### src/rtl/imem_loader_if.sv
// rtl/imem_loader_if.sv - byte stream in and memory cell write port of the program loader
interface imem_loader_if #(
    parameter int MEM_CELL_SIZE = 8,
    parameter int AW            = 6
);
    logic [MEM_CELL_SIZE-1:0] in_data;
    logic                     in_valid;
    logic                     in_ready;
    logic                     wr_en;
    logic [AW-1:0]            wr_addr;
    logic [MEM_CELL_SIZE-1:0] wr_data;

    // master: boot/debug byte source and memory; slave: the loader
    modport master (
        output in_data, in_valid,
        input  in_ready, wr_en, wr_addr, wr_data
    );

    modport slave (
        input  in_data, in_valid,
        output in_ready, wr_en, wr_addr, wr_data
    );
endinterface

### src/rtl/imem_loader.sv
// rtl/imem_loader.sv - length-prefixed byte stream loader for the instruction memory
// Optional trailing checksum byte enabled by IMEM_LOADER_CHECKSUM_EN.
module imem_loader #(
    parameter int WORD_LEN      = 32,
    parameter int MEM_CELL_SIZE = 8,
    parameter int INST_MEM_SIZE = 64,
    parameter int AW            = $clog2(INST_MEM_SIZE)
) (
    input  logic        clk,
    input  logic        rstn,
    input  logic        start,
    imem_loader_if.slave bus,
    output logic        busy,
    output logic        done,
    output logic        error,
    output logic        cpu_rstn,
    output logic [15:0] bytes_written
);
    localparam logic [15:0] MAX_LEN  = 16'(INST_MEM_SIZE);
    localparam logic [15:0] WORD_MSK = 16'(WORD_LEN / MEM_CELL_SIZE - 1);

    typedef enum logic [2:0] {
        S_IDLE,
        S_HDR_HI,
        S_HDR_LO,
        S_PAYLOAD,
`ifdef IMEM_LOADER_CHECKSUM_EN
        S_CHECK,
`endif
        S_DONE,
        S_ERROR
    } state_t;

    state_t                   state;
    logic                     active;
    logic [MEM_CELL_SIZE-1:0] len_hi;
    logic [15:0]              length;
    logic [15:0]              count;
    logic [15:0]              hdr_len;

    assign hdr_len      = 16'({len_hi, bus.in_data});
    assign bus.in_ready = active;
    assign busy         = active;
    assign bytes_written = count;

`ifdef IMEM_LOADER_CHECKSUM_EN
    logic [MEM_CELL_SIZE-1:0] sum;
    logic [MEM_CELL_SIZE-1:0] sum_next;
    assign sum_next = sum + bus.in_data;
`endif

    always_ff @(posedge clk) begin
        if (!rstn) begin
            state       <= S_IDLE;
            active      <= 1'b0;
            done        <= 1'b0;
            error       <= 1'b0;
            cpu_rstn    <= 1'b0;
            len_hi      <= '0;
            length      <= '0;
            count       <= '0;
            bus.wr_en   <= 1'b0;
            bus.wr_addr <= '0;
            bus.wr_data <= '0;
`ifdef IMEM_LOADER_CHECKSUM_EN
            sum         <= '0;
`endif
        end else begin
            bus.wr_en <= 1'b0;
            case (state)
                S_IDLE, S_DONE, S_ERROR: begin
                    if (start) begin
                        state    <= S_HDR_HI;
                        active   <= 1'b1;
                        done     <= 1'b0;
                        error    <= 1'b0;
                        cpu_rstn <= 1'b0;
                        count    <= '0;
`ifdef IMEM_LOADER_CHECKSUM_EN
                        sum      <= '0;
`endif
                    end
                end
                S_HDR_HI: begin
                    if (bus.in_valid) begin
                        len_hi <= bus.in_data;
                        state  <= S_HDR_LO;
                    end
                end
                S_HDR_LO: begin
                    if (bus.in_valid) begin
                        length <= hdr_len;
                        // Rejecting oversize lengths here is what makes wr_addr wrap impossible.
                        if (hdr_len > MAX_LEN || (hdr_len & WORD_MSK) != 16'd0) begin
                            state  <= S_ERROR;
                            active <= 1'b0;
                            error  <= 1'b1;
                        end else if (hdr_len == 16'd0) begin
`ifdef IMEM_LOADER_CHECKSUM_EN
                            state    <= S_CHECK;
`else
                            state    <= S_DONE;
                            active   <= 1'b0;
                            done     <= 1'b1;
                            cpu_rstn <= 1'b1;
`endif
                        end else begin
                            state <= S_PAYLOAD;
                        end
                    end
                end
                S_PAYLOAD: begin
                    if (bus.in_valid) begin
                        bus.wr_en   <= 1'b1;
                        bus.wr_addr <= count[AW-1:0];
                        bus.wr_data <= bus.in_data;
                        count       <= count + 16'd1;
`ifdef IMEM_LOADER_CHECKSUM_EN
                        sum         <= sum_next;
`endif
                        if (count == length - 16'd1) begin
`ifdef IMEM_LOADER_CHECKSUM_EN
                            state    <= S_CHECK;
`else
                            state    <= S_DONE;
                            active   <= 1'b0;
                            done     <= 1'b1;
                            cpu_rstn <= 1'b1;
`endif
                        end
                    end
                end
`ifdef IMEM_LOADER_CHECKSUM_EN
                S_CHECK: begin
                    if (bus.in_valid) begin
                        active <= 1'b0;
                        // Payload plus checksum byte must sum to zero mod 256.
                        if (sum_next == '0) begin
                            state    <= S_DONE;
                            done     <= 1'b1;
                            cpu_rstn <= 1'b1;
                        end else begin
                            state <= S_ERROR;
                            error <= 1'b1;
                        end
                    end
                end
`endif
                default: begin
                    state  <= S_IDLE;
                    active <= 1'b0;
                end
            endcase
        end
    end
endmodule

### src/flat_wrapper.sv
// flat-port wrapper written by rule: the top's interface ports become plain ports
module imem_loader_flat 
#(
    parameter int WORD_LEN      = 32,
    parameter int MEM_CELL_SIZE = 8,
    parameter int INST_MEM_SIZE = 64,
    parameter int AW            = $clog2(INST_MEM_SIZE)
)
  (clk, rstn, start, busy, done, error, cpu_rstn, bytes_written, bus_in_data, bus_in_valid, bus_in_ready, bus_wr_en, bus_wr_addr, bus_wr_data);
  imem_loader_if #(.MEM_CELL_SIZE(MEM_CELL_SIZE), .AW(AW)) bus_i ();
  input  logic clk;
  input  logic rstn;
  input  logic start;
  output logic busy;
  output logic done;
  output logic error;
  output logic cpu_rstn;
  output logic [15:0] bytes_written;
  input wire logic [$bits(bus_i.in_data)-1:0] bus_in_data;
  input wire logic [$bits(bus_i.in_valid)-1:0] bus_in_valid;
  output wire logic [$bits(bus_i.in_ready)-1:0] bus_in_ready;
  output wire logic [$bits(bus_i.wr_en)-1:0] bus_wr_en;
  output wire logic [$bits(bus_i.wr_addr)-1:0] bus_wr_addr;
  output wire logic [$bits(bus_i.wr_data)-1:0] bus_wr_data;
  assign bus_i.in_data = bus_in_data;
  assign bus_i.in_valid = bus_in_valid;
  assign bus_in_ready = bus_i.in_ready;
  assign bus_wr_en = bus_i.wr_en;
  assign bus_wr_addr = bus_i.wr_addr;
  assign bus_wr_data = bus_i.wr_data;
  imem_loader #(.WORD_LEN(WORD_LEN), .MEM_CELL_SIZE(MEM_CELL_SIZE), .INST_MEM_SIZE(INST_MEM_SIZE), .AW(AW)) u_core (.clk(clk), .rstn(rstn), .start(start), .bus(bus_i), .busy(busy), .done(done), .error(error), .cpu_rstn(cpu_rstn), .bytes_written(bytes_written));
endmodule
### config.mk
export PLATFORM = sky130hd
export DESIGN_NAME = imem_loader_flat
export DESIGN_NICKNAME = d
export VERILOG_FILES = /design/src/rtl/imem_loader_if.sv /design/src/rtl/imem_loader.sv /design/src/flat_wrapper.sv
export SDC_FILE = /design/constraint.sdc
export NUM_CORES = 1
export LEC_CHECK = 0
export CORE_UTILIZATION = 60
export CTS_BUF_LIST = sky130_fd_sc_hd__clkbuf_8
export CTS_CLUSTER_SIZE = 14
export DETAILED_ROUTE_END_ITERATION = 10
export GPL_ROUTABILITY_DRIVEN = 1
export PLACE_DENSITY = 0.95
export SLEW_MARGIN = 25
export SYNTH_ARGS = -nofsm -noshare
export SYNTH_HDL_FRONTEND = slang
export SYNTH_SLANG_ARGS = --single-unit
### constraint.sdc
create_clock -name clk -period 6.55 [get_ports clk]
set_input_delay 1.965 -clock clk [delete_from_list [all_inputs] [get_ports clk]]
set_output_delay 1.965 -clock clk [all_outputs]
set_load 0.01 [all_outputs]
==> flow_metrics.py <==
metrics = {
    "sta": {
        "hold_violations": 0,
        "period_minus_slack_ns": 4.55,
        "worst_slack_ns": 2.00,
        "fmax_mhz": 220,
        "slew_viol_final": 0,
        "tightest_slew_ns": 0.748,
        "rsz0062_at_grt": "no",
        "setup_viol": 0,
        "finalClockSkew_ns": 0.00787,
        "finalSetupTns_ns": 0,
        "fin_crit_sh_pct": 69.5,
        "relSlewSlack_pct": 50.1,
    },
    "critical_path": {
        "crit_buf_inv": 1,
        "slowest_delay_ns": 0.62,
        "required_ns": 6.81,
        "critical_path_depth": 7,
        "r2r-start": "u_core.state[1]",
        "end_kind": "flop",
        "critPathLaunch": "bus_in_valid",
        "crit_family": "simple AND/OR/NAND/NOR gates",
        "crit_fanout": 17,
        "reg2regPathDepth": 6,
        "cp_cell_sequence": "clkdlybuf4s50_1 > nand4b_1 > o21ai_1 > nand4_1 > or2_2 > or3_1 > a21oi_1",
        "cp_data_arrival_time_ns": 4.81,
        "start_kind": "primary input",
        "slowest_stage": "clkdlybuf4s50_1",
        "crit_type": "primary input to flop",
    },
    "drt": {
        "drc_errors": 0,
        "drt-total-wl_um": 8330,
        "drtPass1Iterations": 6,
        "dr.first_iter.drc_count": 294,
        "vias": 3097,
        "ant_nets": 0,
        "wl_per_cell_um": 16.2,
        "viasPerCell": 6.03,
    },
    "pwr": {
        "power_density_mw_per_mm2": 245,
        "ir_worst_vdd_mv": 0.197,
        "p_leak_uw": 0.00130,
        "total_power_uw": 954,
    },
    "hold_path": {
        "hold_path.class": "flop to flop",
        "hp-start": "u_core.bus.wr_data[7]",
        "hold_depth": 2,
    },
    "cells_and_area": {
        "drive_above_1_share_pct": 5.63,
        "n_antenna_cell": 0,
        "fin_area_mm2": 0.00389,
        "area_growth_syn_to_layout_pct": 22.9,
        "utilization_pct": 76.2,
        "multi_input_area_mm2": 0.00181,
        "final_nets": 453,
        "regArea_mm2": 0.00122,
        "nFillCells": 381,
    },
    "clock_network": {
        "cts_setup_buffers": 0,
        "cts_hold_buffers": 0,
        "cts_buffers": 9,
        "cts_resized": 0,
        "cts_root_buf": "clkbuf_8",
        "htreeDepth": 3,
        "clk_latency_ns": 0.34,
        "cts_tree": "yes",
        "clk_pin_slew_ns": 0.07,
        "clock-sinks": 61,
        "cts_buffer_depth": 2,
    },
    "status": {
        "status": "finished, final reports clean",
    },
    "logic_synthesis": {
        "synth_edf_count": 0,
        "async_reset_ff_share_pct": 0,
        "synth_flop_cell": "dfxtp_1",
        "yosys.area.top_type_share_pct": 38.6,
        "synth.area.top_cells": "dfxtp_1 (39%), nand2_1 (11%), a21boi_0 (9.2%), xnor2_1 (4.1%), xor2_1 (3.3%)",
        "synthesis.nets": 417,
        "ys_seq_area_share_pct": 38.6,
        "synth.avg_cell_area_um2": 7.86,
        "synth_warnings": 0,
        "syn_inst": 403,
        "synth_cell_types": 49,
        "synth_area_leader_cell": "dfxtp_1",
        "ys_ff_latch": 61,
        "netlist_area_mm2": 0.00317,
    },
    "grt": {
        "grt_pass1_vias": 2857,
        "grt_pass1_wl_um": 13500,
        "grt-ovfl-total": 0,
        "grt_max_degree": 48,
        "grt_use_total_pct": 32.6,
        "antenna_found_initial": 0,
    },
    "die": {
        "io_pins": 48,
        "die_width_um": 74.7,
        "core-area_mm2": 0.00511,
        "initial_utilization_pct": 62.0,
        "dieHeight_um": 74.7,
        "fp-row-count": 26,
        "dieArea_mm2": 0.00557,
    },
    "placed_design": {
        "io_buffers": 47,
        "gp_congestion": 0.906,
        "dpl_cell_area_mm2": 0.00363,
        "detailed_place_hpwl_um": 5770,
        "preCtsSetupSlack_ns": 1.73,
    },
    "job": {
        "cap_viol_max_count": 0,
    },
}
## worst register-to-register path, stage by stage, from the launching register on
cell and delay (ns):
dfxtp_1 0.61, nand4b_1 0.67, o21ai_1 0.49, nand4_1 0.22, or2_2 0.39, or3_1 0.36, a21oi_1 0.15
## kinds of logic (layout without fill, tap and decap cells)
logic type,Yosys count,count (layout),share of synthesized area (%)
xor gates and xnor gates,27,27,7.47
AOI/OAI and AO/OA,93,93,20.3
muxes,3,3,0.948
DFF,61,61,38.6
buffers and inverters,34,75,4.58
adders and majority gates,2,2,0.790
and+or+nand+nor,183,183,27.3
## power breakdown
part           internal (µW)  switching [µW]  total (µW)
Clock                    274             152         426
Sequential               382            15.8         398
Combinational           52.6            77.1         130
## layout make-up
| cell class | instances | area share [%] |
|---|---|---|
| Clock inverter | 5 | 2.73 |
| Clock buffer | 11 | 3.89 |
| Inverter | 11 | 1.06 |
| Multi-Input combinational cell | 308 | 46.4 |
| Sequential cell | 61 | 31.4 |
| Tap cell | 70 | 2.25 |
| Timing Repair Buffer | 48 | 12.3 |
## cell usage after synthesis (8+ instances only)
master    instances
a21boi_0         39
a21oi_1          10
clkbuf_1         18
dfxtp_1          61
inv_1            11
nand2_1          92
nand3_1          10
nand4_1           8
nor2_1           24
nor3_1            9
o21ai_0          18
or3_1             8
xnor2_1          15
xor2_1           12
## cells in the final DEF, fill, tap and decap left out, types with 11 or more instances in the layout
master	instances
xnor2_1	15
dfxtp_1	61
nand2_1	92
nor2_1	22
xor2_1	12
inv_1	11
clkbuf_8	11
a21boi_0	39
o21ai_0	18
clkdlybuf4s50_1	47
## worst paths after layout
kind                                            endpoint  slack [ns]
worst min-delay path               u_core.bus.wr_data[7]        0.46
worst min register to register     u_core.bus.wr_data[7]        0.46
worst max register to register  u_core.bytes_written[15]        3.59
worst max-delay path            u_core.bytes_written[15]        2.00
## sequential cells by signal (all words and copies together) (netlist names)
signal	cells
u_core.bus.in_ready	1
u_core.bus.wr_addr	6
u_core.bus.wr_data	8
u_core.bus.wr_en	1
u_core.bytes_written	16
u_core.cpu_rstn	1
u_core.error	1
u_core.len_hi	8
u_core.length	16
u_core.state	3
## stage by stage
stage / instances / hold slack, ns
floorplan: 403 / 0.454
global placement: 498 / 0.452
detailed placement: 498 / 0.456
CTS: 514 / 0.466
global route: 514 / 0.502
finish: 514 / 0.464
## per-layer routing
| metal | routed length, µm | track usage [%] | vias to the layer above |
|---|---|---|---|
| met2 | 3960 | 54.4 | 160 |
| met4 | 358 | 19.9 | 0 |
| met3 | 595 | 6.16 | 37 |
| met5 | 0 | 0 | - |
| li1 | - | - | 1465 |
| met1 | 3420 | 39.0 | 1435 |
No activity file was read; power rests on OpenSTA's default activity.
==> edit 1 (same settings) <==
Build with the macro `IMEM_LOADER_CHECKSUM_EN` defined.
--- a/src/rtl/imem_loader.sv
+++ b/src/rtl/imem_loader.sv
@@ -1,5 +1,7 @@
 // rtl/imem_loader.sv - length-prefixed byte stream loader for the instruction memory
 // Optional trailing checksum byte enabled by IMEM_LOADER_CHECKSUM_EN.
+`define IMEM_LOADER_CHECKSUM_EN
+
 module imem_loader #(
     parameter int WORD_LEN      = 32,
     parameter int MEM_CELL_SIZE = 8,
Check against the original RTL: not equivalent (Yosys sat finds a counterexample within 4 cycles, from zero or initial values and one cycle with rstn low).
==> edit 1 against the original RTL <==
Synthesized cell count is 19% higher. Global-route usage fell by 1.6 points. Setup slack got worse by 0.14 ns. Sequential cell count is 8 higher. Count of clock-buffer cells in the layout down 2. Area after synthesis increased by 21%. Sequential share of layout area down 0.81 points. Wire length rose by 20%. Critical path type unchanged. Critical path depth rose by 3. Non-clock buffer count increased by 3. Final area is 16% higher.
Power is not compared: it rests on default switching activity, and its combinational part moved more than twofold at a synthesized area within 25%.
==> edit 1: results (changes against the original RTL) <==
| Metric | Value |
|---|---|
| Min-delay src | `u_core.bus.wr_data[0]$_SDFFE_PN0P_ (was u_core.bus.wr_data[7]$_SDFFE_PN0P_)` |
| Clock Skew | `0.00581 ns (was 0.00787 ns)` |
| Post-DP Area | `4320 µm² (was 3630 µm²)` |
| Crit-path max FO | `5 (was 17)` |
| Worst EP arrival | `4.97 ns (was 4.81 ns)` |
| DR pass1 iterations | `5 (was 6)` |
| Detail Route met3 WL | `560 µm (was 595 µm)` |
| Syn Nets | `500 (was 417)` |
| All-Layer GR Usage | `31.0% (was 32.6%)` |
| Synth area leaders | `dfxtp_1, nand2_1, a21boi_0, xnor2_1, ha_1 (was dfxtp_1, nand2_1, a21boi_0, xnor2_1, xor2_1)` |
| Met2 usage | `55.8% (was 54.4%)` |
| Largest net degree at the start of global routing | `63 (was 48)` |
| Sequential share of the synthesized area | `36.0% (was 38.6%)` |
| Layout fillers | `428 (was 381)` |
| R2R depth | `9 (was 6)` |
| Status | `completed (unchanged)` |
| Metal-1 WL | `4.06 mm (was 3.42 mm)` |
| Family with the most delay on the worst path | `compound AO/OA/AOI/OAI gates (was simple AND/OR/NAND/NOR gates)` |
| Number of library cell types mapped by synthesis | `57 (was 49)` |
| Placer congestion estimate | `0.947 (was 0.906)` |
| Slowest cell on crit path | `a2111oi_0 (was clkdlybuf4s50_1)` |
| Setup slack, reg-to-reg | `3.74 ns (was 3.59 ns)` |
| Multi-input logic area | `2310 µm² (was 1810 µm²)` |
| WHS Endpoint | `u_core.bus.wr_data[0]$_SDFFE_PN0P_ (was u_core.bus.wr_data[7]$_SDFFE_PN0P_)` |
| Vias in the first global route | `3,397 (was 2,857)` |
| Hold WS | `0.470 ns (was 0.464 ns)` |
| Post-DP HPWL | `7.02 mm (was 5.77 mm)` |
| R2R Path End | `u_core.state[0]$_SDFFE_PN0P_ (was u_core.bytes_written[15]$_SDFFE_PN0P_)` |
edit 1: logic make-up (layout without fill, tap and decap cells):
kind of cell / after synthesis / count (layout) / share of synthesized area (%)
simple gates: 217 / 217 / 27.7
compound gates: 108 / 108 / 19.6
flops: 69 / 69 / 36.0
buf+inv: 35 / 76 / 3.94
xor+xnor: 28 / 28 / 6.39
mux: 11 / 11 / 2.90
fa+ha+maj: 10 / 10 / 3.45
edit 1: through the flow:
step / instances / setup slack, ns
final: 594 / 1.86
after global routing: 594 / 1.63
after CTS: 594 / 1.94
after detailed placement: 578 / 1.57
after global placement: 578 / 1.72
after floorplan: 478 / 2.55
edit 1: area by class of cell:
cell class	instances	share of cell area, %
Multi-Input combinational cell	374	51.1
Sequential cell	69	30.6
Timing Repair Buffer	51	11.1
Clock buffer	9	2.74
Tap cell	75	2.08
Clock inverter	7	1.66
Inverter	9	0.748
==> edit 2 (same settings) <==
Made on the original files. Make the reset (`rstn`) asynchronous in one clocked block.
--- a/src/rtl/imem_loader.sv
+++ b/src/rtl/imem_loader.sv
@@ -49,7 +49,7 @@
     assign sum_next = sum + bus.in_data;
 `endif
 
-    always_ff @(posedge clk) begin
+    always_ff @(posedge clk or negedge rstn) begin
         if (!rstn) begin
             state       <= S_IDLE;
             active      <= 1'b0;
Function: differs if rstn is asserted again (counterexample within 4 cycles, from zero or initial values and one cycle with rstn low); with rstn held inactive, the same outputs for 10 cycles.
==> edit 2 against the original RTL <==
Area after synthesis up 4.7%. Critical path type unchanged. Synthesized cell count fell by 11%. Sequential cell count did not move. Highest routed layer unchanged. Wire length is 8.6% lower. Critical endpoint is now u_core.bytes_written[15]$_DFFE_PN0P_. Final area rose by 2.4%. Setup slack better by 0.21 ns.
Power is not compared: it rests on default switching activity, and its combinational part moved more than twofold at a synthesized area within 25%.
==> edit 2: results (changes against the original RTL) <==
| Metric | Value |
|---|---|
| Post-synth top cells | `nand2_1, dfrtp_1, nor2_1 (was nand2_1, dfxtp_1, a21boi_0)` |
| Fraction of registers with async set/reset | `100% (was 0%)` |
| Critical R2R Launch | `u_core.state[2]$_DFFE_PN0P_ (was u_core.state[1]$_SDFFE_PN0P_)` |
| Status | `completed (unchanged)` |
| # placed instances | `460 (was 498)` |
| Post-DP Area | `3790 µm² (was 3630 µm²)` |
| Slowest cell on crit path | `inv_1 (was clkdlybuf4s50_1)` |
| Nets@finish | `415 (was 453)` |
| First DRT Iteration DRCs | `234 (was 294)` |
| All-Layer GR Usage | `28.3% (was 32.6%)` |
| Largest net degree at the start of global routing | `62 (was 48)` |
| Layout cell share with drive strength beyond 1 | `12.1% (was 5.63%)` |
| R2R Path End | `u_core.bytes_written[15]$_DFFE_PN0P_ (was u_core.bytes_written[15]$_SDFFE_PN0P_)` |
| Post-DP HPWL | `5.51 mm (was 5.77 mm)` |
| Detail Route met3 WL | `436 µm (was 595 µm)` |
| DR pass1 iterations | `5 (was 6)` |
| Syn Nets | `374 (was 417)` |
| Min-delay src | `u_core.bus.wr_data[7]$_DFFE_PN0P_ (was u_core.bus.wr_data[7]$_SDFFE_PN0P_)` |
| R2R depth | `7 (was 6)` |
| Non-filler cells, final | `476 (was 514)` |
| Clock Skew | `0.00463 ns (was 0.00787 ns)` |
| Sequential share of the synthesized area | `46.1% (was 38.6%)` |
| Synth area leaders | `dfrtp_1, nand2_1, mux2_2, o21ai_0, xor2_1 (was dfxtp_1, nand2_1, a21boi_0, xnor2_1, xor2_1)` |
| Crit-path max FO | `27 (was 17)` |
| Final wirelength | `7.61 mm (was 8.33 mm)` |
| Metal-1 WL | `3.23 mm (was 3.42 mm)` |
| Worst Tran Pin Value | `0.812 ns (was 0.748 ns)` |
| Avg Inst Size Synth | `9.21 µm² (was 7.86 µm²)` |
## edit 2: cell count changes in the layout (fill, tap and decap cells not counted), sizes merged, moves of 7 or more
cell and delta:
nand2 -18, dfxtp -61, nand3 +7, mux2 +21
or3 -8, a21boi -39, dfrtp +61
## edit 2: cell families (layout without fill, tap and decap cells)
| kind of cell | count (synthesis) | in the layout | share of synthesized area (%) |
|---|---|---|---|
| AOI/OAI and AO/OA | 53 | 53 | 10.0 |
| buffers and inverters | 27 | 73 | 3.70 |
| xor gates and xnor gates | 22 | 22 | 5.81 |
| muxes | 24 | 24 | 8.04 |
| and+or+nand+nor | 171 | 171 | 25.6 |
| adders and majority gates | 2 | 2 | 0.755 |
| DFF | 61 | 61 | 46.1 |
## edit 2: how the worst max path moves through the flow
stage,start,to,cells after the start
2_1_floorplan,bus_in_data[3],u_core.bus.in_ready$_DFFE_PN0P_,6
3_3_place_gp,bus_in_valid,u_core.bytes_written[15]$_DFFE_PN0P_,8
3_5_place_dp,bus_in_valid,u_core.bytes_written[15]$_DFFE_PN0P_,8
4_1_cts,bus_in_valid,u_core.bytes_written[15]$_DFFE_PN0P_,8
5_1_grt,bus_in_valid,u_core.bytes_written[15]$_DFFE_PN0P_,8
6_report,bus_in_valid,u_core.bytes_written[15]$_DFFE_PN0P_,8
## edit 2: critical path, delay by kind of cell
kind | cells | cell delay [ns]
AOI/OAI and AO/OA | 1 | 0.10
and+or+nand+nor | 5 | 1.22
buffers and inverters | 2 | 1.26
## edit 2: per-stage QoR
stage | util (%) | setup slack, ns
after floorplan | - | 3.31
after global placement | 72.9 | 2.01
after detailed placement | 72.9 | 1.91
after CTS | 76.6 | 2.23
after global routing | 76.6 | 1.90
final | 76.6 | 2.21
## edit 2: report_power, final
group	total [µW]	internal, µW	switching (µW)
combinational	634	319	315
sequential	681	504	177
clock	326	173	153
## edit 2: final cells by class
type / instances / area (µm²) / share of cell area, %
Timing Repair Buffer: 49 / 480 / 12.1
Tap cell: 70 / 87.6 / 2.20
Clock inverter: 7 / 67.6 / 1.69
Clock buffer: 9 / 124 / 3.11
Sequential cell: 61 / 1530 / 38.3
Multi-Input combinational cell: 272 / 1670 / 41.9
Inverter: 8 / 30.0 / 0.753
## edit 2: routing by layer
metal	vias to the layer above	GRT usage [%]
met1	1363	36.2
met5	-	0
met3	14	6.35
li1	1339	-
met2	117	45.5
met4	0	14.2
